--- src/rtl/calc_input_fsm.sv ---
// calc_input_fsm: key-entry sequencer for the calculator.
// It turns extended-BCD keys into operand/operator transactions, starts the
// calculator, latches its result, and selects the signed value to display.
// Optional feature macro: CALC_CHAIN_EN. When it is defined, an operator key
// pressed while a good result is shown continues the calculation, using that
// result as the new operand1.
//
// Handshakes: key_valid and result_valid are single-cycle strobes. Neither
// has a ready signal, so each is consumed on the sw_clk edge where it is high.
// calc_start is a single-cycle strobe that this block raises toward the
// calculator. operand1, operand2 and operator are stable while it is high and
// stay stable until the result returns.
module calc_input_fsm #(
    parameter int MAX_DIGITS = 9
) (
    input  logic        sw_clk,
    input  logic        rst,
    input  logic        key_valid,
    input  logic [3:0]  ebcd,
    input  logic [31:0] result,
    input  logic        result_valid,
    input  logic        calc_err,
    output logic [31:0] operand1,
    output logic [31:0] operand2,
    output logic [2:0]  operator,
    output logic        calc_start,
    output logic [31:0] fnd_serial,
    output logic        err,
    output logic [2:0]  state_dbg
);

    localparam logic [2:0] S_OP1  = 3'd0;
    localparam logic [2:0] S_OPR  = 3'd1;
    localparam logic [2:0] S_OP2  = 3'd2;
    localparam logic [2:0] S_WAIT = 3'd3;
    localparam logic [2:0] S_RES  = 3'd4;

    localparam int CW = $clog2(MAX_DIGITS + 1);
    localparam logic [CW-1:0] MAX_CNT = CW'(MAX_DIGITS);

    logic [2:0]    state;
    logic          sign_bit;
    logic [30:0]   buffer;
    logic [CW-1:0] count;
    logic [31:0]   result_q;
    // Set once an operator key has been pressed while in S_OPR. After that,
    // '-' negates operand2 instead of replacing the operator.
    logic          opr_pressed;

    logic          key_digit;
    logic          key_op;
    logic          key_minus;
    logic          key_eq;
    logic          key_clr;
    logic          can_accum;
    logic [30:0]   digit_val;
    logic [30:0]   buffer_next;
    logic [2:0]    op_code;
    logic [31:0]   entry_value;

    assign key_digit   = key_valid && (ebcd <= 4'd9);
    assign key_op      = key_valid && (ebcd >= 4'd10) && (ebcd <= 4'd13);
    assign key_minus   = key_valid && (ebcd == 4'd11);
    assign key_eq      = key_valid && (ebcd == 4'd14);
    assign key_clr     = key_valid && (ebcd == 4'd15);
    assign can_accum   = (count < MAX_CNT);
    assign digit_val   = {27'd0, ebcd};
    assign buffer_next = (buffer * 31'd10) + digit_val;
    assign op_code     = 3'(ebcd - 4'd9);
    assign entry_value = sign_bit ? -{1'b0, buffer} : {1'b0, buffer};
    assign state_dbg   = state;

    // Sequencer: key decoding, operand/operator latching and result capture.
    always_ff @(posedge sw_clk or negedge rst) begin
        if (!rst) begin
            state       <= S_OP1;
            sign_bit    <= 1'b0;
            buffer      <= '0;
            count       <= '0;
            operand1    <= '0;
            operand2    <= '0;
            operator    <= '0;
            calc_start  <= 1'b0;
            err         <= 1'b0;
            result_q    <= '0;
            opr_pressed <= 1'b0;
        end else begin
            calc_start <= 1'b0;
            if (key_clr) begin
                state       <= S_OP1;
                sign_bit    <= 1'b0;
                buffer      <= '0;
                count       <= '0;
                operand1    <= '0;
                operand2    <= '0;
                operator    <= '0;
                err         <= 1'b0;
                result_q    <= '0;
                opr_pressed <= 1'b0;
            end else begin
                case (state)
                    S_OP1: begin
                        if (key_digit) begin
                            if (can_accum) begin
                                buffer <= buffer_next;
                                count  <= count + 1'b1;
                            end
                        end else if (key_minus && (count == '0)) begin
                            sign_bit <= ~sign_bit;
                        end else if (key_op && (count != '0)) begin
                            operand1    <= entry_value;
                            operator    <= op_code;
                            buffer      <= '0;
                            count       <= '0;
                            sign_bit    <= 1'b0;
                            opr_pressed <= 1'b0;
                            state       <= S_OPR;
                        end
                    end
                    S_OPR: begin
                        if (key_digit) begin
                            buffer <= buffer_next;
                            count  <= count + 1'b1;
                            state  <= S_OP2;
                        end else if (key_op) begin
                            if (key_minus && opr_pressed) begin
                                sign_bit <= ~sign_bit;
                            end else begin
                                operator    <= op_code;
                                opr_pressed <= 1'b1;
                            end
                        end
                    end
                    S_OP2: begin
                        if (key_digit) begin
                            if (can_accum) begin
                                buffer <= buffer_next;
                                count  <= count + 1'b1;
                            end
                        end else if (key_eq) begin
                            operand2   <= entry_value;
                            calc_start <= 1'b1;
                            buffer     <= '0;
                            count      <= '0;
                            sign_bit   <= 1'b0;
                            state      <= S_WAIT;
                        end
                    end
                    S_WAIT: begin
                        if (result_valid) begin
                            if (calc_err) begin
                                err <= 1'b1;
                            end else begin
                                result_q <= result;
                            end
                            state <= S_RES;
                        end
                    end
                    S_RES: begin
                        if (key_digit) begin
                            operand1 <= '0;
                            operand2 <= '0;
                            operator <= '0;
                            err      <= 1'b0;
                            buffer   <= digit_val;
                            count    <= CW'(1);
                            sign_bit <= 1'b0;
                            state    <= S_OP1;
                        end
`ifdef CALC_CHAIN_EN
                        else if (key_op && !err) begin
                            operand1    <= result_q;
                            operator    <= op_code;
                            buffer      <= '0;
                            count       <= '0;
                            sign_bit    <= 1'b0;
                            opr_pressed <= 1'b0;
                            state       <= S_OPR;
                        end
`endif
                    end
                    default: state <= S_OP1;
                endcase
            end
        end
    end

    // Display selection: what the user is typing, or the relevant latched value.
    always_comb begin
        fnd_serial = '0;
        case (state)
            S_OP1, S_OP2: fnd_serial = entry_value;
            S_OPR:        fnd_serial = operand1;
            S_WAIT:       fnd_serial = operand2;
            S_RES:        fnd_serial = err ? 32'd0 : result_q;
            default:      fnd_serial = '0;
        endcase
    end

endmodule

--- config.mk ---
export PLATFORM = sky130hd
export DESIGN_NAME = calc_input_fsm
export DESIGN_NICKNAME = d
export VERILOG_FILES = /design/src/rtl/calc_input_fsm.sv
export SDC_FILE = /design/constraint.sdc
export NUM_CORES = 1
export LEC_CHECK = 0
export CAP_MARGIN = 20
export CORE_MARGIN = 4
export CORE_UTILIZATION = 45
export CTS_BUF_LIST = sky130_fd_sc_hd__clkbuf_16
export CTS_CLUSTER_DIAMETER = 150
export DETAILED_ROUTE_END_ITERATION = 7
export GPL_ROUTABILITY_DRIVEN = 0
export PLACE_DENSITY = 0.77
export SKIP_LAST_GASP = 1
export SYNTH_ARGS = -nofsm -noshare
export SYNTH_HDL_FRONTEND = slang
export SYNTH_SLANG_ARGS = --single-unit
--- constraint.sdc ---
create_clock -name sw_clk -period 4.25 [get_ports sw_clk]
set_clock_uncertainty 0.15 [all_clocks]
set_input_delay 1.0625 -clock sw_clk [delete_from_list [all_inputs] [get_ports sw_clk]]
set_output_delay 1.0625 -clock sw_clk [all_outputs]
set_load 0.005 [all_outputs]
==> impl_metrics.env <==
export IMPL_status="finished with violations"
export IMPL_violations="negative setup slack"
export IMPL_clockBufferDepth=2
export IMPL_timing_rr_end="buffer[30]"
export IMPL_crit_end="fnd_serial[29]"
export IMPL_initial_core_util=0.456
export IMPL_max_slew_margin=0.483
export IMPL_antenna_diode_count=0
export IMPL_worst_slack_ns=-0.240
export IMPL_drive_gt1_frac=0.159
export IMPL_dp_slack_ns=-0.167
export IMPL_ys_ff_latch=141
export IMPL_grt_setup_unrepaired="true"
export IMPL_r2r_cells=14
export IMPL_core_sq_um=21800
export IMPL_hp_class="flip-flop to flip-flop"
export IMPL_regArea_sq_um=3530
export IMPL_synth_seq_area_share=0.356
export IMPL_htree_levels=4
export IMPL_setup_viol=5
export IMPL_syn_nets=1288
export IMPL_gr_total_overflow=0
export IMPL_critical_path_top_delay_family="simple AND/OR/NAND/NOR gates"
export IMPL_crit_required_ns=3.04
export IMPL_synth_warnings=0
export IMPL_first_global_vias=9442
export IMPL_synth_edf_count=0
export IMPL_max_freq_mhz=223
export IMPL_dr_pass1_iters=6
export IMPL_dieArea_sq_um=24500
export IMPL_grt_max_degree=85
export IMPL_endpoint_kind="output port"
export IMPL_powerDensity_nw_per_um2=621
export IMPL_drtIter0Drc=841
export IMPL_drc=0
export IMPL_syn_inst=1182
export IMPL_cp_depth=11
export IMPL_dp_hpwl_um=21600
export IMPL_multi_input_area_sq_um=6530
export IMPL_clk_latency_ns=0.43
export IMPL_synth_area_sq_um=9910
export IMPL_crit_top_cell="nor4_4"
export IMPL_die_w_um=156
export IMPL_num_vias=9922
export IMPL_finalCriticalPeriod_ns=4.49
export IMPL_hold_buffers=0
export IMPL_final_nets=1462
export IMPL_grt_pass1_wl_um=48700
export IMPL_cts_buffers=17
export IMPL_wl_um=30800
export IMPL_antenna_found_initial=0
export IMPL_ir_drop_mv=0.338
export IMPL_crit_chain="or4_4 > nor4_4 > nand4_1 > nor4_4 > nand2b_1 > buf_4 > nand3b_1 > o41ai_2 > xor2_1 > o21ai_1 > buf_2"
export IMPL_p_leak_nw=5.98
export IMPL_io_buffers=144
export IMPL_cts_root_buf="clkbuf_16"
export IMPL_async_flop_share=1.00
export IMPL_path_buf_inv=2
export IMPL_fp_row_count=54
export IMPL_r2r_slack_ns=0.10
export IMPL_p_total_w=0.00818
export IMPL_critPathLaunch="buffer[6]"
export IMPL_gr_usage_all_layers=0.244
export IMPL_final_antenna_net_count=0
export IMPL_ys_types=80
export IMPL_area_delta_synth_final_pct=32.9
export IMPL_path_clk_slew_ns=0.06
export IMPL_syn_avg_cell_area_sq_um=8.39
export IMPL_worst_pin_slew_ns=0.775
export IMPL_final_cell_mix="nand2_1 (264), dfrtp_1 (140), clkdlybuf4s50_1 (123)"
export IMPL_timing_final_crit_share=1.06
export IMPL_maxSlewViolCount=0
export IMPL_drt_vias_per_instance=6.02
export IMPL_crit_path_max_incr_delay_ns=0.57
export IMPL_fill_cells=1760
export IMPL_setup_worst_path_start_class="flip-flop"
export IMPL_slowest_stage="or4_4"
export IMPL_die_y_um=156
export IMPL_io_pins=145
export IMPL_max_cap_violations=0
export IMPL_cts_tree="built"
export IMPL_worstPathArrival_ns=3.28
export IMPL_hold_viol=0
export IMPL_synth_flop_cell="dfrtp_1"
export IMPL_routedWlPerCell_um=18.7
export IMPL_final_common_cell="nand2_1"
export IMPL_path_max_fanout=2
export IMPL_path_class="flip-flop to output port"
export IMPL_clock_sinks=141
export IMPL_timing_rr_start="buffer[6]"
## worst min path at each step
| stage | startpoint | end | slack (ns) | cells past startpoint |
|---|---|---|---|---|
| after floorplan | operand2[2] | operand2[2] | 0.34 | 2 |
| after global placement | operand1[2] | operand1[2] | 0.34 | 2 |
| after detailed placement | operand2[18] | operand2[18] | 0.35 | 2 |
| after CTS | operand1[2] | operand1[2] | 0.36 | 2 |
| after global routing | result_q[3] | result_q[3] | 0.40 | 2 |
| final | operand2[18] | operand2[18] | 0.36 | 2 |
## flip-flops by register name (all words and copies together) (netlist names)
register     cells
err              1
state_dbg        3
count            4
buffer          31
opr_pressed      1
sign_bit         1
calc_start       1
operator         3
operand1        32
result_q        32
operand2        32
## what timing repair did
action / 4_1_cts / 5_1_grt
endpoints found under the setup margin: 20 / 28
setup buffers: 7 / 11
pin swaps: 26 / 29
resized for setup: 86 / 54
## layout make-up
type,instances,share of cell area
multi-input cells,955,0.495
flip-flops and latches,141,0.268
repair buffers,228,0.163
inverters,13,0.00370
clock inverters,15,0.0115
well taps,280,0.0266
clock buffers,17,0.0323
## cells by family after synthesis
group                    Yosys count  synth area share
AO/OA/AOI/OAI                    349             0.233
XOR/XNOR                          71            0.0627
adder cells (fa/ha/maj)           65            0.0836
buffers and inverters             86            0.0348
flip-flops                       141             0.356
multiplexers                      11            0.0116
AND/OR/NAND/NOR                  459             0.218
## report_power, final
part | internal (W) | switching (W)
registers | 0.00180 | 0.000415
logic | 0.00204 | 0.00246
clock network | 0.000825 | 0.000643
## worst register-to-register path: stages, from the launching register on
cell	delay, ns
dfrtp_1	0.38
buf_4	0.13
buf_4	0.15
ha_1	0.30
ha_2	0.42
and2_2	0.24
nand4_1	0.13
a21o_1	0.22
and3_1	0.16
or3_1	0.38
a2111oi_4	0.39
nand4_1	0.23
nor3_1	0.43
mux2i_1	0.26
nand2_1	0.07
## cell usage after synthesis (4+ instances only)
cell type,instances,area [sq um]
buf_1,4,15.0
clkbuf_1,59,221
nor4_1,4,25.0
o21ai_1,7,35.0
buf_2,6,30.0
mux2_2,4,45.0
o21a_1,5,37.5
nor3_1,21,105
and3_1,10,62.6
or4_1,6,45.0
mux2i_1,7,70.1
nand3_1,22,110
nand4_1,10,62.6
a21o_1,23,173
a211oi_1,5,37.5
o31ai_1,33,248
buf_4,4,30.0
o211ai_1,5,37.5
and4_1,5,43.8
nand2b_1,18,113
inv_1,13,48.8
xor2_1,27,236
nor2_1,41,154
o41ai_1,7,61.3
or2_2,5,31.3
and2_1,10,62.6
nand2_1,269,1010
or3_1,9,56.3
ha_1,63,788
dfrtp_1,141,3530
xnor2_1,44,385
a21oi_1,75,375
o21ai_0,114,571
a311oi_1,5,43.8
nor2b_1,10,62.6
a222oi_1,29,290
## metrics by stage
step / instance area, sq um / std cells / TNS, ns / util / hold WS, ns
after floorplan: 9910 / 1182 / 0 / - / 0.339
after global placement: 12000 / 1600 / -0.365 / 0.551 / 0.336
after detailed placement: 12000 / 1600 / -0.624 / 0.551 / 0.350
after CTS: 12800 / 1638 / -2.96 / 0.590 / 0.359
after global routing: 13200 / 1649 / -1.88 / 0.605 / 0.398
final: 13200 / 1649 / -0.830 / 0.605 / 0.362
## layer usage
layer / up-vias / routed length [um] / GRT usage
li1: 4633 / - / -
met1: 4773 / 13200 / 0.335
met2: 462 / 14400 / 0.395
met3: 54 / 2450 / 0.0379
met4: 0 / 734 / 0.0855
met5: - / 0 / 0
(Power assumes the default switching activity.)
